<file path="config.mk">
export PLATFORM = sky130hd
export DESIGN_NAME = text_writer
export DESIGN_NICKNAME = d
export VERILOG_FILES = /design/src/rtl/text_writer.sv
export SDC_FILE = /design/constraint.sdc
export NUM_CORES = 1
export LEC_CHECK = 0
export ABC_AREA = 1
export CAP_MARGIN = 5
export CORE_MARGIN = 4
export CORE_UTILIZATION = 33
export CTS_CLUSTER_DIAMETER = 120
export DETAILED_ROUTE_END_ITERATION = 6
export PLACE_DENSITY_LB_ADDON = 0.08
export SLEW_MARGIN = 20
export SYNTH_ARGS = -nofsm -noshare
export SYNTH_HDL_FRONTEND = slang
export SYNTH_SLANG_ARGS = --single-unit
</file>
<file path="constraint.sdc">
create_clock -name i_pix_clk -period 3.3 [get_ports i_pix_clk]
set_input_delay 0.33 -clock i_pix_clk [delete_from_list [all_inputs] [get_ports i_pix_clk]]
set_output_delay 0.33 -clock i_pix_clk [all_outputs]
set_load 0.005 [all_outputs]
</file>
<file path="src/rtl/text_writer.sv">
// Cursor-managed writer into the 32x32 text buffer; handles CR, LF, BS and FF.
// Define TEXT_WRITER_SCROLL_EN to scroll via top_row / o_offset_y instead of wrapping.
module text_writer #(
  parameter logic [7:0] BLANK_CHAR = 8'h20
) (
  input  logic        i_pix_clk,
  input  logic        i_reset_n,
  input  logic        i_valid,
  input  logic [7:0]  i_data,
  output logic        o_ready,
  output logic        o_wr_en,
  output logic [9:0]  o_wr_addr,
  output logic [7:0]  o_wr_data,
  output logic [4:0]  o_cursor_row,
  output logic [4:0]  o_cursor_col,
  output logic [15:0] o_offset_y,
  output logic        o_busy
);

  localparam logic [7:0] CODE_LF = 8'h0A;
  localparam logic [7:0] CODE_CR = 8'h0D;
  localparam logic [7:0] CODE_BS = 8'h08;
  localparam logic [7:0] CODE_FF = 8'h0C;

  typedef enum logic [1:0] {
    IDLE,
    CLEAR_ROW,
    CLEAR_ALL
  } state_t;

  state_t     state;
  logic [4:0] row;
  logic [4:0] col;
  logic [4:0] top_row;
  logic [9:0] clr_cnt;
  logic       clr_last;

  logic       accept;
  logic       is_glyph;
  logic       do_advance;
  logic       scroll_hit;
  logic [4:0] row_inc;

  always_comb begin
    accept     = 1'b0;
    is_glyph   = 1'b0;
    do_advance = 1'b0;
    scroll_hit = 1'b0;
    row_inc    = row + 5'd1;
    accept     = (state == IDLE) && i_valid && o_ready;
    is_glyph   = (i_data != CODE_LF) && (i_data != CODE_CR) &&
                 (i_data != CODE_BS) && (i_data != CODE_FF);
    // A glyph in the last column carries an implicit line feed.
    do_advance = accept && ((i_data == CODE_LF) || (is_glyph && (col == 5'd31)));
`ifdef TEXT_WRITER_SCROLL_EN
    scroll_hit = (row_inc == top_row);
`else
    scroll_hit = 1'b0;
`endif
  end

  always_ff @(posedge i_pix_clk or negedge i_reset_n) begin
    if (!i_reset_n) begin
      state     <= IDLE;
      row       <= '0;
      col       <= '0;
      top_row   <= '0;
      clr_cnt   <= '0;
      clr_last  <= 1'b0;
      o_ready   <= 1'b1;
      o_busy    <= 1'b0;
      o_wr_en   <= 1'b0;
      o_wr_addr <= '0;
      o_wr_data <= '0;
    end else begin
      o_wr_en <= 1'b0;
      case (state)
        IDLE: begin
          if (accept) begin
            if (is_glyph) begin
              o_wr_en   <= 1'b1;
              o_wr_addr <= {row, col};
              o_wr_data <= i_data;
              col       <= col + 5'd1;
            end else if (i_data == CODE_CR) begin
              col <= '0;
            end else if (i_data == CODE_BS) begin
              if (col != 5'd0) begin
                o_wr_en   <= 1'b1;
                o_wr_addr <= {row, col - 5'd1};
                o_wr_data <= BLANK_CHAR;
                col       <= col - 5'd1;
              end
            end else if (i_data == CODE_FF) begin
              state    <= CLEAR_ALL;
              o_ready  <= 1'b0;
              o_busy   <= 1'b1;
              clr_cnt  <= '0;
              clr_last <= 1'b0;
            end
          end
          if (do_advance) begin
            row <= row_inc;
            if (scroll_hit) begin
              top_row  <= top_row + 5'd1;
              state    <= CLEAR_ROW;
              o_ready  <= 1'b0;
              o_busy   <= 1'b1;
              clr_cnt  <= '0;
              clr_last <= 1'b0;
            end
          end
        end

        // Clears issue one write per cycle; the extra clr_last cycle holds
        // o_ready low until the cycle after the final write.
        CLEAR_ROW: begin
          if (clr_last) begin
            state   <= IDLE;
            o_ready <= 1'b1;
            o_busy  <= 1'b0;
          end else begin
            o_wr_en   <= 1'b1;
            o_wr_addr <= {row, clr_cnt[4:0]};
            o_wr_data <= BLANK_CHAR;
            clr_cnt   <= clr_cnt + 10'd1;
            clr_last  <= (clr_cnt[4:0] == 5'd31);
          end
        end

        CLEAR_ALL: begin
          if (clr_last) begin
            state   <= IDLE;
            o_ready <= 1'b1;
            o_busy  <= 1'b0;
            row     <= '0;
            col     <= '0;
            top_row <= '0;
          end else begin
            o_wr_en   <= 1'b1;
            o_wr_addr <= clr_cnt;
            o_wr_data <= BLANK_CHAR;
            clr_cnt   <= clr_cnt + 10'd1;
            clr_last  <= (clr_cnt == 10'd1023);
          end
        end

        default: begin
          state   <= IDLE;
          o_ready <= 1'b1;
          o_busy  <= 1'b0;
        end
      endcase
    end
  end

  assign o_cursor_row = row;
  assign o_cursor_col = col;
  assign o_offset_y   = {8'h00, top_row, 3'b000};

endmodule

</file>
==> qor.csv <==
metric,value,unit
status,"complete, no violations",
clk slew on worst S/H paths,0.09,ns
CTS tree,yes,
WL met1,2960,µm
Worst path top cell family by delay,simple AND/OR/NAND/NOR gates,
HP Class,in -> async,
setup TNS,0,ns
fin crit period,2.10,ns
H-tree depth,2,
Rows,33,
part of the power in the clock network,25.8,%
CP Max Fanout,29,
Setup Buffers After CTS,0,
Die Y-Extent,99.6,µm
LEAKAGE,1.47,nW
post-layout instance area,3240,µm²
final wirelength,6260,µm
Worst Setup SP,o_busy$_DFFE_PN0P_,
max-slew violation total from the final report,0,
Setup Viol. Count Final,0,
Starting DRT DRC Count,77,
Post-Syn Area,2770,µm²
sequential share of the synthesized area,38.0,%
met2 routed wirelength,3030,µm
area grow syn2layout,16.9,%
Pint,0.00108,W
highest routed layer,met4,
Tot Pwr,0.00162,W
Core ar.,8180,µm²
worst slew pin tran,0.578,ns
Seq pwr share,42.4,%
reg2reg start,o_busy$_DFFE_PN0P_,
CP Class,reg -> reg,
Setup Skew,0.00469,ns
clk root buf,clkbuf_8,
register bit total from synthesis,42,
combinational fraction of design power,31.8,%
I/O pin cnt,58,
routability cong.,0.798,
port buffer count,41,
CP Launch Type,register,
Worst path slowest cell,inv_2,
Yosys Warn Count,0,
post_cts resized,0,
CP most frequent cell,nor2_1,
CP Capture Type,register,
number of clock sinks,42,
Starting Density,33.9,%
Yosys top cell area share,37.0,%
CTS Buf Count,5,
TritonRoute pass-1 iters,4,
drt drc,0,
antenna violations before repair,0,
Psw,0.000534,W
ANT cells,0,
routed wl met3,186,µm
Yosys top cell by area,dfrtp_1,
Post-Place Cell Area,3130,µm²
share of cells above drive strength 1,22.7,%
worst skew pair latency,0.29,ns
largest net degree at the start of global routing,43,
worst rel slew slack,61.4,%
chip width,99.6,µm
"top cells by area, synth","dfrtp_1 (37%), nand2_1 (9.6%), o21ai_2 (6.0%)",
"Cell Chain, Critical Path",inv_2 -> nand3_4 -> nand2_4 -> nand3_1 -> nand2_1 -> inv_1 -> nor2_1 -> nor2_1 -> a21oi_1,
ys async rst share,100,%
clk buf depth,2,
Max Cap Violations,0,
Synth top cells by count,"nand2_1 (71), dfrtp_1 (41), nand3_1 (32)",
"EDFF count, synth",0,
Worst Path Buf+Inv,2,
Sw Ratio,33.0,%
DR vias,2147,
Power Density,499,nW/µm²
worst-case vdd ir drop,0.176,mV
f_max,476,MHz
final antenna-violating net count,0,
ys flop type,dfrtp_1,
Wirelength per Cell,13.3,µm
Hold Fails Final Rpt,0,
period utilization,63.7,%
Critical Path RT,3.52,ns
post-synthesis cell count,328,
total gr overflow,0,
die area,9920,µm²
syn avg cell area,8.45,µm²
"count leader, synth",nand2_1,
Crit path arrival time,2.33,ns
via/cell ratio,4.57,
Worst path max stage delay,0.43,ns
first-pass GRT wire length,10600,µm
CTS Hold Buffers Added,0,
nets,381,
RSZ-0062 raised after global routing,no,
HPWL after detailed placement,4520,µm
vias in the first global route,2196,
GRT Util Overall,13.3,%
post-synth cell types,38,
[metal layers]
layer  up-vias  track usage (%)
met2        34             22.9
met4         0             4.20
li1       1098                -
met3         6             2.38
met1      1009             16.8
met5         -                0
[flip-flops by register name, indices dropped and copies added (netlist names)]
signal	cells
o_cursor_col	5
o_cursor_row	5
clr_last	1
clr_cnt	10
o_wr_en	1
o_ready	1
o_wr_addr	10
o_wr_data	8
o_busy	1
[worst register-to-register path, stage by stage (launching register included)]
cell and delay, ns:
dfrtp_1 0.39, inv_2 0.43, nand3_4 0.18, nand2_4 0.15, nand3_1 0.10, nand2_1 0.33
inv_1 0.18, nor2_1 0.12, nor2_1 0.05, a21oi_1 0.10
[power by group through the flow]
stage | Clock, W | Sequential [W] | Combinational, W
floorplan | 0 | 0.000674 | 0.000341
global placement | 0 | 0.000694 | 0.000519
detailed placement | 0 | 0.000697 | 0.000518
CTS | 0.000437 | 0.000687 | 0.000522
global route | 0.000457 | 0.000700 | 0.000581
finish | 0.000416 | 0.000685 | 0.000514
[stage by stage]
| step | util (%) | instances | hold WS [ns] | setup WS, ns |
|---|---|---|---|---|
| after CTS | 39.6 | 470 | 0.225 | 1.15 |
| final | 39.6 | 470 | 0.0197 | 1.20 |
| after detailed placement | 38.2 | 462 | 0.472 | 1.02 |
| after global routing | 39.6 | 470 | 0.0626 | 0.963 |
| after floorplan | - | 343 | 0.0344 | 1.67 |
| after global placement | 38.2 | 462 | 0.472 | 1.03 |
[cells by family (layout without fill, tap and decap cells)]
logic type,count (synthesis),count (layout),share of synthesized area [%]
compound gates,39,39,10.3
mux,3,3,1.08
xor+xnor,7,7,2.21
fa+ha+maj,6,6,2.71
simple gates,180,180,33.6
flops,42,42,38.0
buf+inv,50,72,12.0
other cells,1,16,0.135
[layout by cell type, fill, tap and decap left out, types with 2 or more instances in the layout]
cell,synthesis,final
nand2_4,5,5
nand3_1,32,32
conb_1,1,16
o21ai_0,3,3
nand2_2,23,23
dfrtp_1,41,41
or2_2,2,2
nor2_2,7,7
inv_2,7,7
nand3_4,3,3
a21oi_1,6,6
o21ai_2,19,19
nand3_2,2,2
ha_1,6,6
o21ai_1,4,4
clkbuf_8,0,5
clkdlybuf4s50_1,0,40
buf_4,18,2
mux2i_1,3,3
a22o_1,2,2
xnor2_1,2,2
nor3_1,3,3
nor2_1,25,25
xor2_1,5,5
inv_1,14,14
nand2_1,71,71
nand4_1,4,4
[final cells by class]
class                           instances  area, µm²
Clock inverter                          2       37.5
Multi-Input combinational cell        251       1440
Inverter                               22       87.6
Clock buffer                            6       72.6
Timing Repair Buffer                   42        415
Fill cell                             886       4940
Tap cell                              105        131
Sequential cell                        42       1050
[path summary, 6_finish.rpt]
kind	slack (ns)	cells after the start	endpoint
setup / recovery	1.20	9	clr_cnt[8]$_DFFE_PN0P_
hold / removal	0.02	1	o_wr_data[1]$_DFFE_PN0P_
setup reg to reg	1.20	9	clr_cnt[8]$_DFFE_PN0P_
hold reg to reg	0.49	2	o_wr_data[2]$_DFFE_PN0P_
max in group asynchronous	2.89	1	clr_cnt[2]$_DFFE_PN0P_
min in group i_pix_clk	0.49	2	o_wr_data[2]$_DFFE_PN0P_
(Power assumes the default switching activity.)
